### src/rtl/spkr_drv_mc.sv
// Purpose: multi-channel PCM frame buffer feeding one first-order PDM modulator per channel.
// Latency: a popped frame changes PDM density 2 clk after the smpl_tick that pops it.
// Backpressure: rdy = !full; a vld presented while full is ignored and that frame is dropped.
//
// Ports:
//   clk, rst_n  clock and asynchronous active-low reset
//   vld / rdy   frame handshake from the EQ engine; chnnl_in carries NCH signed W-bit samples,
//               channel k at [k*W +: W]
//   smpl_tick   one-cycle sample-rate strobe; pops one frame when the FIFO is not empty
//   mute        level input forcing silence (hard midscale, or a gain ramp with soft mute)
//   PDM/PDM_n   per-channel PDM bitstream and its complement, both straight from flops
//   underrun    sticky flag: a tick found the FIFO empty; clr_err clears it and wins over a set
//   fifo_cnt    frames currently buffered, 0..DEPTH
//
// Build option: define SPKR_SOFT_MUTE_EN to replace the hard mute with a per-channel
// 32-step attenuation ramp advanced by smpl_tick.

module spkr_drv_mc #(
    parameter int NCH   = 2,
    parameter int W     = 16,
    parameter int DEPTH = 4
) (
    input  logic                   clk,
    input  logic                   rst_n,
    input  logic                   vld,
    output logic                   rdy,
    input  logic [NCH*W-1:0]       chnnl_in,
    input  logic                   smpl_tick,
    input  logic                   mute,
    output logic [NCH-1:0]         PDM,
    output logic [NCH-1:0]         PDM_n,
    output logic                   underrun,
    input  logic                   clr_err,
    output logic [$clog2(DEPTH):0] fifo_cnt
);

    localparam int            AW       = $clog2(DEPTH);
    localparam int            CW       = AW + 1;
    localparam logic [W-1:0]  MID      = {1'b1, {(W-1){1'b0}}};
    localparam logic [CW-1:0] FULL_CNT = CW'(DEPTH);

    // ------------------------------------------------------------------
    // Frame FIFO. DEPTH is a power of two, so the pointers wrap naturally;
    // the separate count distinguishes full from empty.
    // ------------------------------------------------------------------
    logic [NCH*W-1:0] fifo_mem [DEPTH];
    logic [AW-1:0]    wr_ptr;
    logic [AW-1:0]    rd_ptr;
    logic [CW-1:0]    cnt_q;
    logic             fifo_empty;
    logic             push_vld;
    logic             pop_vld;
    logic [NCH*W-1:0] rd_dat;

    assign rdy        = (cnt_q != FULL_CNT);
    assign fifo_empty = (cnt_q == '0);
    assign push_vld   = vld & rdy;
    // Popping only depends on occupancy, so a full FIFO still pops on a tick
    // while the same-cycle push is refused by rdy.
    assign pop_vld    = smpl_tick & ~fifo_empty;
    assign rd_dat     = fifo_mem[rd_ptr];
    assign fifo_cnt   = cnt_q;

    // Storage needs no reset: a slot is only ever read after it was written.
    always_ff @(posedge clk) begin
        if (push_vld) begin
            fifo_mem[wr_ptr] <= chnnl_in;
        end
    end

    always_ff @(posedge clk or negedge rst_n) begin
        if (!rst_n) begin
            wr_ptr <= '0;
            rd_ptr <= '0;
            cnt_q  <= '0;
        end else begin
            if (push_vld) begin
                wr_ptr <= wr_ptr + AW'(1);
            end
            if (pop_vld) begin
                rd_ptr <= rd_ptr + AW'(1);
            end
            case ({push_vld, pop_vld})
                2'b10:   cnt_q <= cnt_q + CW'(1);
                2'b01:   cnt_q <= cnt_q - CW'(1);
                default: cnt_q <= cnt_q;
            endcase
        end
    end

    // ------------------------------------------------------------------
    // Duty registers hold the offset-binary form of the last popped sample.
    // Flipping the MSB maps signed -32768..32767 onto 0..65535 (for W=16),
    // so silence (0) becomes midscale and a 50% PDM density.
    // ------------------------------------------------------------------
    logic [NCH-1:0][W-1:0] duty_q;

    always_ff @(posedge clk or negedge rst_n) begin
        if (!rst_n) begin
            for (int k = 0; k < NCH; k++) begin
                duty_q[k] <= MID;
            end
        end else if (pop_vld) begin
            for (int k = 0; k < NCH; k++) begin
                duty_q[k] <= rd_dat[k*W +: W] ^ MID;
            end
        end
    end

    // Underrun: an empty-FIFO tick leaves the duty registers untouched (the
    // last sample is repeated) and raises a sticky flag. Clear has priority.
    always_ff @(posedge clk or negedge rst_n) begin
        if (!rst_n) begin
            underrun <= 1'b0;
        end else if (clr_err) begin
            underrun <= 1'b0;
        end else if (smpl_tick && fifo_empty) begin
            underrun <= 1'b1;
        end
    end

    // ------------------------------------------------------------------
    // Effective duty seen by the modulators, after muting.
    // ------------------------------------------------------------------
    logic [NCH-1:0][W-1:0] eff_duty;

`ifdef SPKR_SOFT_MUTE_EN
    // Attenuation step g per channel, 0 (full level) .. 32 (silence). It moves
    // one step per sample tick towards 32 while muted and towards 0 otherwise,
    // giving a click-free 32-sample fade in either direction.
    localparam logic [5:0] ATT_MAX = 6'd32;

    logic [NCH-1:0][5:0] att_q;

    always_ff @(posedge clk or negedge rst_n) begin
        if (!rst_n) begin
            for (int k = 0; k < NCH; k++) begin
                att_q[k] <= 6'd0;
            end
        end else if (smpl_tick) begin
            for (int k = 0; k < NCH; k++) begin
                if (mute) begin
                    if (att_q[k] != ATT_MAX) begin
                        att_q[k] <= att_q[k] + 6'd1;
                    end
                end else if (att_q[k] != 6'd0) begin
                    att_q[k] <= att_q[k] - 6'd1;
                end
            end
        end
    end

    for (genvar k = 0; k < NCH; k++) begin : g_soft_mute
        logic signed [W-1:0] smpl_s;
        logic signed [6:0]   gain_s;
        logic signed [W+6:0] prod_s;

        // Recover the signed sample, scale by (32-g)/32 and convert back.
        // |gain| <= 32, so the shifted product always fits back into W bits;
        // g = 32 yields exactly zero, i.e. exact midscale.
        assign smpl_s         = duty_q[k] ^ MID;
        assign gain_s         = {1'b0, ATT_MAX - att_q[k]};
        assign prod_s         = smpl_s * gain_s;
        assign eff_duty[k]    = W'(prod_s >>> 5) ^ MID;
    end
`else
    // Hard mute: registered so it lands on the same pipeline step as a new
    // duty value; FIFO pops carry on underneath and resume audibly on release.
    logic mute_q;

    always_ff @(posedge clk or negedge rst_n) begin
        if (!rst_n) begin
            mute_q <= 1'b0;
        end else begin
            mute_q <= mute;
        end
    end

    for (genvar k = 0; k < NCH; k++) begin : g_hard_mute
        assign eff_duty[k] = mute_q ? MID : duty_q[k];
    end
`endif

    // ------------------------------------------------------------------
    // First-order PDM: accumulate the duty every clock; the carry out of the
    // W-bit accumulator is the output bit, so the density is duty / 2^W.
    // PDM and PDM_n come from separate flops on the same edge (no dead time).
    // ------------------------------------------------------------------
    logic [NCH-1:0][W-1:0] acc_q;
    logic [NCH-1:0][W:0]   acc_sum;

    for (genvar k = 0; k < NCH; k++) begin : g_pdm_sum
        assign acc_sum[k] = {1'b0, acc_q[k]} + {1'b0, eff_duty[k]};
    end

    always_ff @(posedge clk or negedge rst_n) begin
        if (!rst_n) begin
            for (int k = 0; k < NCH; k++) begin
                acc_q[k] <= '0;
            end
            PDM   <= '0;
            PDM_n <= '1;
        end else begin
            for (int k = 0; k < NCH; k++) begin
                acc_q[k] <= acc_sum[k][W-1:0];
                PDM[k]   <= acc_sum[k][W];
                PDM_n[k] <= ~acc_sum[k][W];
            end
        end
    end

endmodule
### config.mk
export PLATFORM = sky130hd
export DESIGN_NAME = spkr_drv_mc
export DESIGN_NICKNAME = d
export VERILOG_FILES = /design/src/rtl/spkr_drv_mc.sv
export SDC_FILE = /design/constraint.sdc
export NUM_CORES = 1
export LEC_CHECK = 0
export ABC_AREA = 1
export CORE_ASPECT_RATIO = 0.9
export CORE_MARGIN = 2
export CORE_UTILIZATION = 42
export CTS_CLUSTER_DIAMETER = 100
export CTS_CLUSTER_SIZE = 24
export DETAILED_ROUTE_END_ITERATION = 8
export PLACE_DENSITY = 0.64
export SYNTH_ARGS = -nofsm -noshare
export SYNTH_HDL_FRONTEND = slang
export SYNTH_SLANG_ARGS = --single-unit
### constraint.sdc
create_clock -name clk -period 4.2 [get_ports clk]
set_input_delay 0.42 -clock clk [delete_from_list [all_inputs] [get_ports clk]]
set_output_delay 0.42 -clock clk [all_outputs]
set_load 0.02 [all_outputs]
# --- Yosys cells after proc, flatten, opt, wreduce, memory -nomap -nowiden ---
# Memories as Yosys holds them, arrays and structs flattened.
# Index checks and enable logic that the tools add are counted.
word_totals:
  reg_bits: 77
  mem_bits_rw: 128
  out_inout_bits: 9
  word_cells: 39
  mem_count: 1
memory_table:
  columns: ["memory", "words", "width", "read_ports", "rd_ports_with_merged_regs", "wr", "line", "text"]
  rows:
  - ["fifo_mem", 4, 32, 1, 0, 1, "46", "logic [NCH*W-1:0] fifo_mem [DEPTH];"]
classes:
  add_sub_neg: 6
  eq_ne: 3
  muxes: 7
  bitwise_logic: 7
  n_reduce_logical: 4
op_table:
  columns: ["op", "count"]
  rows:
  - ["16-bit by 16-bit adder with 17-bit output", 2]
  - ["16-bit two-way mux", 2]
  - ["3-bit one-hot mux with 2 select lines", 1]
  - ["1-bit NOT", 5]
  - ["2-bit by 1-bit adder with 2-bit output, second input constant", 2]
  - ["1-bit two-way mux", 4]
  - ["2-bit nonzero test", 2]
  - ["3-bit by 1-bit adder with 3-bit output, second input constant", 1]
  - ["3-bit zero test", 1]
  - ["3-bit != test, second input constant", 1]
  - ["3-bit by 1-bit subtractor with 3-bit output, second input constant", 1]
  - ["1-bit AND", 2]
  - ["2-bit by 1-bit equality test with 1-bit output, second input constant", 1]
  - ["2-bit equality test, second input constant", 1]
  - ["1-bit logical AND", 1]

# --- Logic depth before layout (Yosys ltp) ---
logic_depth:
  ltp_word: 5
  depth_mapped: 12
  depth_no_buf: 12

# --- Least setup slack after synthesis ---
# Ideal clock, no wire load.
synth_timing:
  path_type: "register to register"
  start: "register cnt_q[0] (netlist: fifo_cnt[0])"
  end: "memory fifo_mem[0][0] in the netlist's numbering, enable pin"
  setup_time_ns: 0.421
  arrival_ns: 2.417
  t_required_ns: 3.779
  path_slack_ns: 1.362
  path_stages_with_launch: 5
  path_buffers: 0
  synth_period_minus_slack_ns: 2.838
  cell_sequence: "dfrtp_1 -> inv_2 -> nand3_1 -> nand2_1 -> nor2_1"
synth_between:
  elab_chain_cells: 4
synth_lines:
  columns: ["item", "line", "text"]
  rows:
  - ["start: declaration", "49", "logic [CW-1:0] cnt_q;"]
  - ["start signal: assignment", "84", "2'b10: cnt_q <= cnt_q + CW'(1);"]
  - ["start signal: assignment", "85", "2'b01: cnt_q <= cnt_q - CW'(1);"]
  - ["start signal: assignment", "86", "default: cnt_q <= cnt_q;"]
  - ["3-bit != test", "55", "assign rdy = (cnt_q != FULL_CNT);"]
  - ["via rdy", "26", "output logic rdy,"]
  - ["1-bit AND", "57", "assign push_vld = vld & rdy;"]
  - ["1-bit two-way mux", "66", "if (push_vld) begin"]
  - ["1-bit two-way mux (implied by the code)", "67", "fifo_mem[wr_ptr] <= chnnl_in;"]
  - ["end: declaration", "46", null]
# The timed path passes the listed nets, and every way through them passes these cells.

==> run_results.csv <==
group,metric,value,unit
yosys,ys_warn_count,0,
routing,drt_iter0_markers,459,
final_layout,diodes,0,
pwr,pwr-share-clk,0.163,
sta,skew,0.00754,ns
yosys,synth.mux.area_fraction,0,
clock_network,clock_latency,0.46,ns
routing,wl_met1,9.68,mm
final_layout,seq_area,5780,µm²
routing,drtAntennaViolNets,0,
routing,drcViolationCount,0,
final_layout,final_cell_mix,"nand2_1 (214), edfxtp_1 (128), nor2_1 (115)",
clock_network,cts_resized,0,
yosys,synth-xor-area-share,0.0167,
yosys,synth-edff-count,128,
yosys,synth.distinct_cells,34,
worst_setup_path,timing.rr.start,"mute_q",
routing,wl,18.6,mm
run,cap_violations,0,
worst_setup_path,startpoint,"mute_q",
yosys,ys_ff_latch,205,
worst_setup_path,r2r_cells,10,
place,dpl.hpwl,12.4,mm
sta,fmax,394,MHz
worst_hold_path,hp-class,"input pin to asynchronous set/reset pin",
pwr,swShare,0.399,
die,io-pin-count,47,
die,die-width,162,µm
pwr,combPwrFrac,0.426,
global_route,grt.total_usage,0.162,
pwr,internal_power,4.50,mW
pwr,pwr-share-seq,0.411,
final_layout,fill_cells,2088,
worst_setup_path,critPathCaptureType,"flip-flop",
sta,fin_crit,2.54,ns
pwr,power,7.48,mW
global_route,antenna_found_initial,0,
routing,routed.top_layer,"met4",
sta,rsz0062_at_grt,"false",
sta,setup_violations,0,
worst_setup_path,critPathRequiredTime,4.57,ns
die,die_y,146,µm
yosys,synth_top_family_by_area,"simple AND/OR/NAND/NOR gates",
die,dieArea,23700,µm²
pwr,p_leak,4.49,nW
pwr,netSwitchingPower,2.98,mW
yosys,ys_async_sr_fraction,0.376,
clock_network,cts_tree,"built",
yosys,syn_inst,947,
worst_setup_path,regToRegSetupSlack,1.66,ns
global_route,grt_max_degree,78,
clock_network,cts_hold_buf,0,
worst_setup_path,setup.worst_path.start_class,"flip-flop",
worst_setup_path,crit_fanout,32,
clock_network,postCtsSetupBuffers,0,
yosys,synthSimpleGateAreaFrac,0.161,
sta,finalMaxSlewViolations,0,
status,status,"completed",
final_layout,mostFrequentLayoutCell,"nand2_1",
sta,finalHoldViolCount,0,
worst_setup_path,slowest_delay,1.01,ns
clock_network,htreeDepth,1,
final_layout,layout.nets,1058,
routing,first_pass_iters,4,
routing,met3WireLength,595,µm
routing,wl_met2,8.15,mm
clock_network,cts_sinks,205,
pwr,p_per_area,714,nW/µm²
clock_network,numCtsBuffers,12,
place,numPortBuffers,46,
final_layout,multi_input_area,3020,µm²
final_layout,synthToLayoutAreaGrowth,11.0,%
yosys,netlist_area,9430,µm²
final_layout,drive_above_1_share,0.0467,
yosys,ys.flop_type,"edfxtp_1",
clock_network,cts-root-buf,"clkbuf_16",
worst_setup_path,cpMostUsedCell,"nand2_1",
die,start_util,0.424,
yosys,synth_compound_area_frac,0.0838,
global_route,grt_first_pass_wirelength,30.9,mm
worst_setup_path,regToRegEndpoint,"acc_q[12]",
place,gp_congestion,0.838,
routing,viasPerCell,4.84,
die,rows,52,
yosys,syn-num-nets,1025,
pwr,ir_worst_vdd,0.300,mV
global_route,first_global_vias,5977,
worst_setup_path,critPathCapture,"acc_q[12]",
sta,relSlewSlack,0.307,
yosys,synth-adder-area-share,0.0554,
global_route,grt_overflow,0,
routing,wl_per_cell,14.5,µm
worst_setup_path,critPathKind,"flip-flop to flip-flop",
sta,period_share,0.605,
sta,worst_pin_slew,1.04,ns
worst_setup_path,crit_slowest_cell,"dfrtp_1",
worst_setup_path,critPathArrivalTime,2.91,ns
yosys,syn_area_per_cell,9.96,µm²
die,core,22300,µm²
clock_network,clockBufferDepth,3,
clock_network,cts.clk_slew.worst_paths,0.10,ns
routing,vias,6207,
sta,tns,0,ns
worst_setup_path,cp_cell_sequence,"nor2_1 > ha_1 > fa_1 > nand2_1 > nand2_1 > and2_1 > nand3_1 > nand3_1 > nand2_1 > nand2_1",
yosys,ys_seq_area_frac,0.612,
## through the flow
step            util  cell area [µm²]  hold slack [ns]  instances  setup WS [ns]
2_1_floorplan      -             9430            0.124        947           1.36
3_3_place_gp   0.455            10100            0.467       1263           1.64
3_5_place_dp   0.455            10100            0.471       1263           1.63
4_1_cts        0.471            10500            0.168       1283           1.67
5_1_grt        0.471            10500            0.197       1283           1.39
6_report       0.471            10500           0.0966       1283           1.66
## routing by layer
metal / up-vias / track usage
met5: - / 0
met4: 0 / 0.0252
met3: 12 / 0.0216
met2: 90 / 0.252
met1: 2933 / 0.248
li1: 3172 / -
## registers in the layout, summed over array words and instances (netlist names)
| register | flops |
|---|---|
| fifo_mem | 128 |
| PDM | 2 |
| fifo_cnt | 3 |
| wr_ptr | 2 |
| mute_q | 1 |
| duty_q | 32 |
| underrun | 1 |
| acc_q | 32 |
| rd_ptr | 2 |
| PDM_n | 2 |
## power groups by stage
stage | logic [mW] | clock network [mW] | registers, mW
detailed placement | 3.20 | 0 | 3.12
finish | 3.18 | 1.22 | 3.08
global placement | 3.14 | 0 | 3.11
global route | 3.67 | 1.33 | 3.14
CTS | 3.22 | 1.25 | 3.08
floorplan | 2.44 | 0 | 3.06
## worst min path at each step
stage / start / end / slack, ns / depth (start not counted)
after floorplan: rst_n / PDM[0] / 0.12 / 0
after global placement: acc_q[16] / acc_q[16] / 0.47 / 1
after detailed placement: acc_q[16] / acc_q[16] / 0.47 / 1
after CTS: rst_n / wr_ptr[0] / 0.17 / 1
after global routing: rst_n / fifo_cnt[0] / 0.20 / 1
final: rst_n / duty_q[4] / 0.1 / 1
## cell usage after synthesis, types with 4 or more instances
cell type	number	area, µm²
o21ai_1	46	230
edfxtp_1	128	3840
nand2_1	214	803
ha_1	37	463
nand3_1	26	130
inv_1	112	420
a21oi_1	20	100
clkbuf_1	12	45.0
dfstp_2	4	105
buf_4	4	30.0
xor2_1	16	140
nor3_1	6	30.0
o21ai_0	49	245
inv_2	12	45.0
buf_2	6	30.0
nor2_1	119	447
dfrtp_1	73	1830
buf_6	7	78.8
o22ai_1	30	188
## kinds of logic after synthesis
family | after synthesis
flops | 205
xor+xnor | 18
compound gates | 149
simple gates | 380
fa+ha+maj | 40
buf+inv | 155
## critical path, delay by kind of cell, from the launching register on
| kind | cells | cell delay, ns |
|---|---|---|
| adder cells (fa/ha/maj) | 2 | 0.68 |
| flip-flops | 1 | 1.01 |
| AND/OR/NAND/NOR | 8 | 0.76 |
## layout make-up
type | count | area share
multi-input combinational | 587 | 0.288
sequential | 205 | 0.551
inverter | 125 | 0.0450
tap | 297 | 0.0355
timing repair buffer | 49 | 0.0459
clock inverter | 2 | 0.00131
clock buffer | 18 | 0.0328
No activity file was read; power rests on OpenSTA's default activity.
